`config.mk`:
```
export PLATFORM = sky130hd
export DESIGN_NAME = multicycle_sequencer
export DESIGN_NICKNAME = d
export VERILOG_FILES = /design/src/rtl/riscv_pkg.sv /design/src/rtl/mem_wait_timer.sv /design/src/rtl/multicycle_sequencer.sv
export SDC_FILE = /design/constraint.sdc
export NUM_CORES = 1
export LEC_CHECK = 0
export CELL_PAD_IN_SITES_DETAIL_PLACEMENT = 0
export CELL_PAD_IN_SITES_GLOBAL_PLACEMENT = 1
export CORE_UTILIZATION = 40
export DETAILED_ROUTE_END_ITERATION = 8
export DONT_BUFFER_PORTS = 1
export PLACE_DENSITY = 0.75
export SYNTH_ARGS = -nofsm -noshare
export SYNTH_HDL_FRONTEND = slang
export SYNTH_SLANG_ARGS = --single-unit
```
`constraint.sdc`:
```
create_clock -name clk -period 2.6 [get_ports clk]
set_input_delay 0.52 -clock clk [delete_from_list [all_inputs] [get_ports clk]]
set_output_delay 0.52 -clock clk [all_outputs]
set_load 0.03 [all_outputs]
```
`src/rtl/riscv_pkg.sv`:
```
// Shared RV64 datapath definitions: opcodes, sequencer state encoding,
// PC mux select values and the legal-opcode check used at DECODE.
package riscv_pkg;

  localparam int unsigned OPCODE_W = 7;

  localparam logic [OPCODE_W-1:0] OP_LOAD   = 7'b0000011;
  localparam logic [OPCODE_W-1:0] OP_STORE  = 7'b0100011;
  localparam logic [OPCODE_W-1:0] OP_ARITH  = 7'b0110011;
  localparam logic [OPCODE_W-1:0] OP_BRANCH = 7'b1100011;

  localparam logic PC_SEL_SEQ = 1'b0;
  localparam logic PC_SEL_BR  = 1'b1;

  typedef enum logic [2:0] {
    ST_IDLE    = 3'd0,
    ST_FETCH   = 3'd1,
    ST_DECODE  = 3'd2,
    ST_EXECUTE = 3'd3,
    ST_MEM     = 3'd4,
    ST_WB      = 3'd5,
    ST_FAULT   = 3'd6
  } seq_state_e;

  // True for the four opcode classes the sequencer knows how to run.
  function automatic logic is_legal_op(input logic [OPCODE_W-1:0] op);
    return (op == OP_LOAD) || (op == OP_STORE) ||
           (op == OP_ARITH) || (op == OP_BRANCH);
  endfunction

endpackage

```
`src/rtl/mem_wait_timer.sv`:
```
// Memory wait timer shared by the FETCH and MEM waits.
// Ports: clk, rst_n (async active-low), clear (zero the count),
//        count (one more cycle waited), expired (count reached TIMEOUT-1).
module mem_wait_timer #(
  parameter int unsigned TIMEOUT = 16
) (
  input  logic clk,
  input  logic rst_n,
  input  logic clear,
  input  logic count,
  output logic expired
);

  localparam int unsigned CW = (TIMEOUT > 1) ? $clog2(TIMEOUT) : 1;

  logic [CW-1:0] wait_cnt;

  // Count waited cycles; clear has priority so a fresh wait always starts at 0.
  always_ff @(posedge clk or negedge rst_n) begin
    if (!rst_n) begin
      wait_cnt <= '0;
    end else if (clear) begin
      wait_cnt <= '0;
    end else if (count) begin
      wait_cnt <= wait_cnt + CW'(1);
    end
  end

  assign expired = (wait_cnt == CW'(TIMEOUT - 1));

endmodule

```
`src/rtl/multicycle_sequencer.sv`:
```
// Multi-cycle sequencer for the RV64 datapath. Drives PC/IR/data-memory/
// register-file strobes per phase from state plus control_unit decode.
// Ports: clk, rst_n, start, halt, opcode, ctrl_mem_r/w, ctrl_reg_w,
//        ctrl_branch, alu_zero, imem_ready, dmem_ready (inputs);
//        imem_req, ir_we, dmem_req, dmem_we, rf_we, pc_we, pc_sel, busy,
//        fault (combinational from state + inputs), retired (counter).
module multicycle_sequencer
  import riscv_pkg::*;
#(
  parameter int unsigned CNT_W       = 32,
  parameter int unsigned MEM_TIMEOUT = 16
) (
  input  logic             clk,
  input  logic             rst_n,
  input  logic             start,
  input  logic             halt,
  input  logic [6:0]       opcode,
  input  logic             ctrl_mem_r,
  input  logic             ctrl_mem_w,
  input  logic             ctrl_reg_w,
  input  logic             ctrl_branch,
  input  logic             alu_zero,
  input  logic             imem_ready,
  input  logic             dmem_ready,
  output logic             imem_req,
  output logic             ir_we,
  output logic             dmem_req,
  output logic             dmem_we,
  output logic             rf_we,
  output logic             pc_we,
  output logic             pc_sel,
  output logic             busy,
  output logic             fault,
  output logic [CNT_W-1:0] retired
);

  seq_state_e state_q, state_d;
  logic       retire_c;
  logic       wait_state_c;
  logic       wait_ready_c;
  logic       timer_clear_c;
  logic       timer_count_c;
  logic       timer_expired_c;

  assign wait_state_c  = (state_q == ST_FETCH) || (state_q == ST_MEM);
  assign wait_ready_c  = (state_q == ST_FETCH) ? imem_ready : dmem_ready;
  // Any state change (entry to FETCH/MEM included) restarts the wait count.
  assign timer_clear_c = (state_d != state_q);
  assign timer_count_c = wait_state_c && !wait_ready_c;

  mem_wait_timer #(
    .TIMEOUT (MEM_TIMEOUT)
  ) u_wait_timer (
    .clk     (clk),
    .rst_n   (rst_n),
    .clear   (timer_clear_c),
    .count   (timer_count_c),
    .expired (timer_expired_c)
  );

  // State register.
  always_ff @(posedge clk or negedge rst_n) begin
    if (!rst_n) begin
      state_q <= ST_IDLE;
    end else begin
      state_q <= state_d;
    end
  end

  // Retired-instruction counter, wraps modulo 2^CNT_W.
  always_ff @(posedge clk or negedge rst_n) begin
    if (!rst_n) begin
      retired <= '0;
    end else if (retire_c) begin
      retired <= retired + CNT_W'(1);
    end
  end

  // Next-state and strobe decode.
  always_comb begin
    state_d  = state_q;
    imem_req = 1'b0;
    ir_we    = 1'b0;
    dmem_req = 1'b0;
    dmem_we  = 1'b0;
    rf_we    = 1'b0;
    pc_we    = 1'b0;
    pc_sel   = PC_SEL_SEQ;
    retire_c = 1'b0;

    unique case (state_q)
      ST_IDLE: begin
        if (start) state_d = ST_FETCH;
      end
      ST_FETCH: begin
        imem_req = 1'b1;
        if (imem_ready) begin
          ir_we   = 1'b1;
          state_d = ST_DECODE;
        end else if (timer_expired_c) begin
          state_d = ST_FAULT;
        end
      end
      ST_DECODE: begin
        state_d = is_legal_op(opcode) ? ST_EXECUTE : ST_FAULT;
      end
      ST_EXECUTE: begin
        if (ctrl_branch) begin
          pc_we    = 1'b1;
          pc_sel   = alu_zero ? PC_SEL_BR : PC_SEL_SEQ;
          retire_c = 1'b1;
        end else if (ctrl_mem_r || ctrl_mem_w) begin
          state_d = ST_MEM;
        end else begin
          state_d = ST_WB;
        end
      end
      ST_MEM: begin
        dmem_req = 1'b1;
        dmem_we  = ctrl_mem_w;
        if (dmem_ready) begin
          if (ctrl_mem_r) begin
            state_d = ST_WB;
          end else begin
            pc_we    = 1'b1;
            retire_c = 1'b1;
          end
        end else if (timer_expired_c) begin
          state_d = ST_FAULT;
        end
      end
      ST_WB: begin
        rf_we    = ctrl_reg_w;
        pc_we    = 1'b1;
        retire_c = 1'b1;
      end
      ST_FAULT: begin
        state_d = ST_FAULT;
      end
      default: begin
        state_d = ST_FAULT;
      end
    endcase

    // Instruction boundary: halt is only honoured here.
    if (retire_c) state_d = halt ? ST_IDLE : ST_FETCH;
  end

  assign busy  = (state_q != ST_IDLE) && (state_q != ST_FAULT);
  assign fault = (state_q == ST_FAULT);

endmodule

```
==> impl_metrics.toml <==
[synth]
syn_area_per_cell_sq_um = 10.0
yosys.area.top_type_share = 0.470
ys_async_sr_fraction = 1.00
synth_top_cell_by_area = "dfrtp_1"
syn_area_sq_um = 2080
yosysWarnings = 0
ys_types = 48
netlist_top_cells_area = "dfrtp_1, xor2_1, xnor2_1"
synth_edf_count = 0
syn_inst = 207
ys_seq_elements = 39
synth_ff_type = "dfrtp_1"
ys_seq_area_frac = 0.470
syn_nets = 227

[run]
drv_cap = 0

[drt]
wire_per_inst_um = 14.8
drc = 0
drt_wl_total_um = 4140
vias = 1542
viasPerCell = 5.51
drtAntennaViolNets = 0
drt_iter0_drc = 75
first_pass_iters = 4

[final_layout]
final_common_cell = "dfrtp_1"
final_cell_count_no_fill = 280
design_area_sq_um = 2250
layout-drive-gt1-share = 0.0892
antenna_cells = 0
syn_to_final_growth_pct = 8.43
layout.nets = 232
layout_common_cells = "dfrtp_1, nor2_1, xor2_1"

[worst_setup_path]
cp_max_fo = 17
required_ns = 2.08
startpoint_type = "register"
crit_type = "reg -> out"
crit_arrival_ns = 1.86
end_kind = "primary output"

[global_routing]
track_usage = 0.165
grt_pass1_vias = 1499
overflow = 0
grt_pass1_wl_um = 7000
grt_start_max_net_pins = 40
antenna_found_initial = 0

[place]
gp_congestion = 0.785
dp_cells = 271
dp_hpwl_um = 3070
io_buffers = 0
dpl-instance-area_sq_um = 2150

[cts]
cts-root-buf = "clkbuf_8"
cts_max_path_buffers = 2
cts_resized = 0
holdBufCountCts = 1
cts_num_sinks = 39
clk_pin_slew_ns = 0.08
numCtsBuffers = 5
htree_levels = 2
post-cts-setup-buffers = 0
clkLatencyLatePin_ns = 0.28
cts_tree = "done"

[sta]
period_share = 0.914
skew_ns = 0.00774
finalSetupViolations = 0
slew_headroom = 0.633
whs_ns = 0.0677
finalSetupTns_ns = 0
hold_viol = 0
period_needed_ns = 2.38
fmax_mhz = 421
max_slew.worst_pin.slew_ns = 0.549
drv_slew = 0
rsz0062_at_grt = "no"

[floorplan]
die_height_um = 74.1
initial_utilization = 0.428
io-pin-count = 59
rows = 25
dieArea_sq_um = 5480
core_sq_um = 4850
die_x_um = 74.1

[status]
status = "finished, final reports clean"

[pwr]
power_leakage_nw = 1.02
ir_drop_uv = 555
powerDensity_nw_per_um2 = 809

[hold_path]
hold_class = "in -> async"
[final timing paths]
kind	startpoint	to	slack (ns)	cells past startpoint
max	state_q[0]	ir_we	0.22	3
min	rst_n	retired[16]	0.07	1
max reg2reg	state_q[0]	u_wait_timer.wait_cnt[1]	0.47	5
min reg2reg	u_wait_timer.wait_cnt[0]	u_wait_timer.wait_cnt[0]	0.60	2
max in group asynchronous	rst_n	retired[2]	2.33	1
min in group clk	halt	state_q[0]	0.42	2
[routing by layer]
metal,wire length [um],global-route usage
met3,340,0.0569
met4,32,0.0470
met1,1820,0.207
met2,1960,0.271
met5,0,0
[cell families (layout without fill, tap and decap cells)]
kind of cell	count (synthesis)	after routing	synth area share
simple gates	101	101	0.277
flops	39	39	0.470
xor+xnor	34	34	0.143
compound gates	16	16	0.0615
buf+inv	14	20	0.0319
fa+ha+maj	2	2	0.0120
mux	1	1	0.00482
[stage by stage]
stage                     setup slack (ns)   util  total power (W)
after CTS                            0.255  0.465          0.00184
after detailed placement             0.466  0.443          0.00143
after global routing                0.0930  0.465          0.00195
after global placement               0.464  0.443          0.00143
after floorplan                      0.389      -          0.00133
final                                0.223  0.465          0.00182
[Yosys cell counts (2+ instances only)]
cell / n
nand2b_1: 4
inv_1: 7
or2_1: 2
o21ai_0: 2
clkbuf_1: 2
xor2_1: 18
nor3b_1: 4
nor2_1: 22
nor4_1: 8
a211oi_1: 2
nand2_1: 16
and4_1: 2
buf_2: 2
xnor2_1: 16
nor3_1: 8
nor2b_1: 2
nand3_1: 7
dfrtp_1: 39
and3_1: 4
nand4_1: 11
ha_1: 2
[cell type report]
| cell class | instances | area (sq um) |
|---|---|---|
| Sequential cell | 39 | 976 |
| Clock buffer | 6 | 72.6 |
| Inverter | 8 | 30.0 |
| Multi-Input combinational cell | 154 | 1030 |
| Timing Repair Buffer | 4 | 42.5 |
| Clock inverter | 2 | 12.5 |
| Tap cell | 67 | 83.8 |
| Fill cell | 473 | 2600 |
[power breakdown]
part / total, W / switching [W] / internal [W]
combinational: 0.000541 / 0.000326 / 0.000215
sequential: 0.000892 / 0.000221 / 0.000671
clock: 0.000388 / 0.000201 / 0.000187
total: 0.00182 / 0.000748 / 0.00107
[worst max-delay path: stages, from the launching register on]
cell      delay [ns]
dfrtp_1         0.64
nand2b_1        0.19
nor3b_1         0.49
buf_4           0.25
[registers in the layout, summed over array words and instances (netlist names)]
name,cells
retired,32
state_q,3
u_wait_timer.wait_cnt,4
Note: power is estimated with default switching activity, not from simulation.
